`src/rtl/wide_and_sequencer_if.sv`:
```
// rtl/wide_and_sequencer_if.sv - operand/result handshake bundle for the wide AND sequencer
interface wide_and_sequencer_if #(
    parameter int WIDTH = 32
);
    logic             in_valid;
    logic             in_ready;
    logic [WIDTH-1:0] a;
    logic [WIDTH-1:0] b;
    logic             out_valid;
    logic             out_ready;
    logic [WIDTH-1:0] f;

    modport master (
        output in_valid, a, b, out_ready,
        input  in_ready, out_valid, f
    );

    modport slave (
        input  in_valid, a, b, out_ready,
        output in_ready, out_valid, f
    );
endinterface

```
`src/rtl/wide_and_sequencer.sv`:
```
// rtl/wide_and_sequencer.sv - WIDTH-bit AND computed through one shared AND8 slice, LSB lane first
module and8 (
    input  logic [7:0] x,
    input  logic [7:0] y,
    output logic [7:0] z
);
    assign z = x & y;
endmodule

module wide_and_sequencer #(
    parameter int  WIDTH = 32,
    localparam int NSL   = WIDTH / 8,
    localparam int SW    = (NSL > 1) ? $clog2(NSL) : 1
) (
    input  logic                 clk,
    input  logic                 rst,
    wide_and_sequencer_if.slave  bus,
    output logic                 busy,
    output logic [SW-1:0]        slice
);
    typedef enum logic [1:0] {
        IDLE = 2'd0,
        RUN  = 2'd1,
        DONE = 2'd2
    } state_t;

    state_t           state;
    state_t           state_nx;
    logic [WIDTH-1:0] a_r;
    logic [WIDTH-1:0] b_r;
    logic [WIDTH-1:0] f_r;
    logic [7:0]       lane_a;
    logic [7:0]       lane_b;
    logic [7:0]       lane_f;
    logic             accept;
    logic             handoff;
    logic             last_slice;

    assign accept     = bus.in_valid && (state == IDLE);
    assign handoff    = bus.out_ready && (state == DONE);
    assign last_slice = (slice == SW'(NSL - 1));

    always_ff @(posedge clk or posedge rst) begin
        if (rst) begin
            state <= IDLE;
        end else begin
            state <= state_nx;
        end
    end

    always_comb begin
        state_nx = state;
        case (state)
            IDLE:    if (accept) state_nx = RUN;
            RUN:     if (last_slice) state_nx = DONE;
            DONE:    if (handoff) state_nx = IDLE;
            default: state_nx = IDLE;
        endcase
    end

    always_comb begin
        bus.in_ready  = (state == IDLE);
        bus.out_valid = (state == DONE);
        busy          = (state == RUN) || (state == DONE);
    end

    // Lane select uses a compare per lane so non-power-of-two NSL never indexes past the operands.
    always_comb begin
        lane_a = '0;
        lane_b = '0;
        for (int i = 0; i < NSL; i++) begin
            if (slice == SW'(i)) begin
                lane_a = a_r[8*i +: 8];
                lane_b = b_r[8*i +: 8];
            end
        end
    end

    and8 u_and8 (
        .x (lane_a),
        .y (lane_b),
        .z (lane_f)
    );

    always_ff @(posedge clk or posedge rst) begin
        if (rst) begin
            a_r   <= '0;
            b_r   <= '0;
            f_r   <= '0;
            slice <= '0;
        end else if (accept) begin
            a_r   <= bus.a;
            b_r   <= bus.b;
            f_r   <= '0;
            slice <= '0;
        end else if (state == RUN) begin
            for (int i = 0; i < NSL; i++) begin
                if (slice == SW'(i)) begin
                    f_r[8*i +: 8] <= lane_f;
                end
            end
            slice <= last_slice ? '0 : slice + 1'b1;
        end
    end

    assign bus.f = f_r;
endmodule

```
`src/flat_wrapper.sv`:
```
// flat-port wrapper written by rule: the top's interface ports become plain ports
module wide_and_sequencer_flat 
#(
    parameter int  WIDTH = 32,
    localparam int NSL   = WIDTH / 8,
    localparam int SW    = (NSL > 1) ? $clog2(NSL) : 1
)
  (clk, rst, busy, slice, bus_in_valid, bus_a, bus_b, bus_out_ready, bus_in_ready, bus_out_valid, bus_f);
  wide_and_sequencer_if #(.WIDTH(WIDTH)) bus_i ();
  input  logic clk;
  input  logic rst;
  output logic busy;
  output logic [SW-1:0] slice;
  input wire logic [$bits(bus_i.in_valid)-1:0] bus_in_valid;
  input wire logic [$bits(bus_i.a)-1:0] bus_a;
  input wire logic [$bits(bus_i.b)-1:0] bus_b;
  input wire logic [$bits(bus_i.out_ready)-1:0] bus_out_ready;
  output wire logic [$bits(bus_i.in_ready)-1:0] bus_in_ready;
  output wire logic [$bits(bus_i.out_valid)-1:0] bus_out_valid;
  output wire logic [$bits(bus_i.f)-1:0] bus_f;
  assign bus_i.in_valid = bus_in_valid;
  assign bus_i.a = bus_a;
  assign bus_i.b = bus_b;
  assign bus_i.out_ready = bus_out_ready;
  assign bus_in_ready = bus_i.in_ready;
  assign bus_out_valid = bus_i.out_valid;
  assign bus_f = bus_i.f;
  wide_and_sequencer #(.WIDTH(WIDTH)) u_core (.clk(clk), .rst(rst), .bus(bus_i), .busy(busy), .slice(slice));
endmodule
```
`config.mk`:
```
export PLATFORM = sky130hd
export DESIGN_NAME = wide_and_sequencer_flat
export DESIGN_NICKNAME = d
export VERILOG_FILES = /design/src/rtl/wide_and_sequencer_if.sv /design/src/rtl/wide_and_sequencer.sv /design/src/flat_wrapper.sv
export SDC_FILE = /design/constraint.sdc
export NUM_CORES = 1
export LEC_CHECK = 0
export BUFFER_PORTS_ARGS = -buffer_cell sky130_fd_sc_hd__buf_2
export CAP_MARGIN = 10
export CORE_MARGIN = 2
export CORE_UTILIZATION = 50
export DETAILED_ROUTE_END_ITERATION = 8
export PLACE_DENSITY = 0.75
export SYNTH_ARGS = -nofsm -noshare
export SYNTH_HDL_FRONTEND = slang
export SYNTH_SLANG_ARGS = --single-unit
```
`constraint.sdc`:
```
create_clock -name clk -period 8.5 [get_ports clk]
set_input_delay 1.275 -clock clk [delete_from_list [all_inputs] [get_ports clk]]
set_output_delay 1.275 -clock clk [all_outputs]
set_load 0.05 [all_outputs]
```
==> results.cfg <==
[min_path]
whs_path_depth = 2
min_from = u_core.a_r[1]
min_path_type = reg -> reg
min_to = u_core.a_r[1]

[global_routing]
overflow = 0
grt_usage_pct = 23.0
antenna_found_initial = 0
grt_start_max_net_pins = 74
grt_first_pass_wirelength_um = 17200
grt_pass1_vias = 3451

[setup_path]
cp.required_ns = 7.22
cp_max_fo = 5
r2r-start = u_core.slice[0]
critical_path_buf_inv_count = 2
worst_setup_path_end_kind = output port
cp_data_arrival_time_ns = 1.44
reg2reg_depth = 4
criticalPathCategory = reg -> out
critical-path-top-delay-family = buffers and inverters
rr_endpoint = u_core.bus.f[9]
critPathMaxStageDelay_ns = 0.41
regToRegSetupSlack_ns = 6.15
critPathSlowestCell = dfrtp_1
start_kind = register
cp_cell_sequence = inv_1 > ha_1 > buf_2

[floorplanning]
pin_count = 105
die_h_um = 97.0
rows = 33
die_w_um = 97.0
initial_core_util_pct = 52.1
core_um2 = 8300
die_area_um2 = 9410

[drt]
vias = 3552
drtPass1Iterations = 4
first_iter_violations = 178
viasPerCell = 5.41
drt_wl_total_um = 10500
drt_drc_violations_left = 0
ant_nets = 0
avgRoutedWirePerCell_um = 16.0

[placed_design]
dp.cells = 641
gp_congestion = 0.806
io_buffers = 104
post-dp-hpwl_um = 7340

[clock_network]
postCtsHoldBufs = 0
cts_buffers = 9
h-tree-depth = 3
clock_path_buffers = 2
clk_latency_ns = 0.37
cts_tree = built
cts_setup_buffers = 0
root_buffer = clkbuf_8
path_clk_slew_ns = 0.09
cts_resized = 0
cts_sinks = 100

[power_and_ir_drop]
power_frac_seq_pct = 39.4
irDropWorstVdd_uv = 353
switching_share_pct = 45.2
power_frac_comb_pct = 44.3
p_sw_uw = 919
internal_power_uw = 1120
p_leak_uw = 0.00277
power_density_nw_per_um2 = 397
pwr-share-clk_pct = 16.3

[finish]
fin_util_pct = 61.7
final_common_cell = nand2_1
mostFrequentLayoutCells = nand2_1 (212), buf_2 (104), dfrtp_1 (100), nand3_1 (14), a32o_1 (14)
drive_gt1_share_pct = 24.3
fillCellCount = 725
n_antenna_cell = 0
stdcell_count = 657
syn_to_final_growth_pct = 18.4
nets = 624

[yosys]
ys_seq_area_share_pct = 57.8
synth_ff_type = dfrtp_1
synth_top_area_share_pct = 57.8
synthesis.nets = 528
synth_cell_types = 32
synth_largest_area_cell = dfrtp_1
ys_async_sr_fraction_pct = 100
synth_edf_count = 0
syn_area_um2 = 4330
synthCells = 451
yosysWarnings = 0
ys_ff_latch = 100
synth_area_per_cell_um2 = 9.59
synth.area.top_cells = dfrtp_1 (58%), nand2_1 (18%), a32o_1 (3.2%), ha_1 (2.6%), nand3_1 (1.6%)

[sta]
fmax_mhz = 368
finalSetupTns_ns = 0
worst_slew_pin_slew_ns = 0.771
period_needed_ns = 2.72
skew_ns = 0.0107
max_slew_margin_pct = 48.6
final_hold_viol_count = 0
report.final.slew_viol_count = 0
rsz0062_at_grt = no
setup_viol = 0
finalCritPeriodShare_pct = 32.0

[status]
status = finished clean

[run]
maxCapViolations = 0
## Yosys cell counts (3+ instances only)
library cell,instances
a221oi_1,7
a22o_1,7
a22oi_1,8
a32o_1,14
and2_1,10
buf_2,7
buf_4,4
clkbuf_1,12
dfrtp_1,100
ha_1,9
inv_1,7
mux2i_1,3
nand2_1,213
nand3_1,14
nand4b_1,8
nor2_2,3
o21a_1,7
## cell families after synthesis
logic type	after synthesis	synth area share (%)
multiplexers	6	1.47
adder cells (fa/ha/maj)	9	2.60
buffers and inverters	31	3.24
XOR/XNOR	1	0.202
flip-flops	100	57.8
AO/OA/AOI/OAI	52	10.6
AND/OR/NAND/NOR	252	24.1
## layer usage
| metal | global-route usage [%] | share of wire, % | up-vias |
|---|---|---|---|
| met2 | 35.5 | 48 | 116 |
| met3 | 5.78 | 5.8 | 15 |
| met5 | 0 | 0 | - |
| met1 | 32.6 | 45 | 1737 |
| met4 | 6.18 | 1.4 | 0 |
| li1 | - | - | 1684 |
## area by class of cell
| class | instances | area [um2] | share of cell area, % |
|---|---|---|---|
| Clock buffer | 10 | 128 | 2.49 |
| Timing Repair Buffer | 108 | 551 | 10.8 |
| Tap cell | 105 | 131 | 2.57 |
| Inverter | 8 | 32.5 | 0.635 |
| Sequential cell | 100 | 2500 | 48.9 |
| Multi-Input combinational cell | 320 | 1690 | 33.0 |
| Clock inverter | 6 | 88.8 | 1.73 |
## power by group through the flow
| stage | logic [uW] | registers (uW) | clock network [uW] |
|---|---|---|---|
| 2_1_floorplan | 504 | 976 | 0 |
| 3_3_place_gp | 878 | 797 | 0 |
| 3_5_place_dp | 903 | 810 | 0 |
| 4_1_cts | 906 | 801 | 335 |
| 5_1_grt | 985 | 826 | 356 |
| 6_report | 902 | 801 | 332 |
## state kept, by name, summed over array words and instances, names as in the netlist
name and cells:
u_core.bus.f 32, u_core.slice 2, u_core.b_r 32, u_core.state 2
u_core.a_r 32
## worst reg2reg max path, cell delays in order (launching register included)
cell	delay, ns
dfrtp_1	0.46
ha_1	0.68
and2b_1	0.42
a22oi_1	0.49
a32o_1	0.24
## metrics by stage
| stage | worst slack (ns) | power, uW | area, um2 | hold slack, ns |
|---|---|---|---|---|
| floorplan | 4.61 | 1480 | 4330 | 0.437 |
| global placement | 5.74 | 1680 | 4900 | 0.452 |
| detailed placement | 5.71 | 1710 | 4900 | 0.461 |
| CTS | 5.75 | 2040 | 5120 | 0.483 |
| global route | 5.70 | 2170 | 5120 | 0.505 |
| finish | 5.78 | 2030 | 5120 | 0.480 |
## worst max path at each step
stage                    start                to  slack, ns  cells after the start
2_1_floorplan              rst     u_core.a_r[0]       4.61                      1
3_3_place_gp      bus_in_valid  u_core.bus.f[24]       5.74                      5
3_5_place_dp      bus_in_valid  u_core.bus.f[24]       5.71                      5
4_1_cts        u_core.state[1]      bus_in_ready       5.75                      3
5_1_grt        u_core.state[1]      bus_in_ready       5.70                      3
6_report       u_core.state[1]      bus_in_ready       5.78                      3
Power figures use the tool's default switching activity.
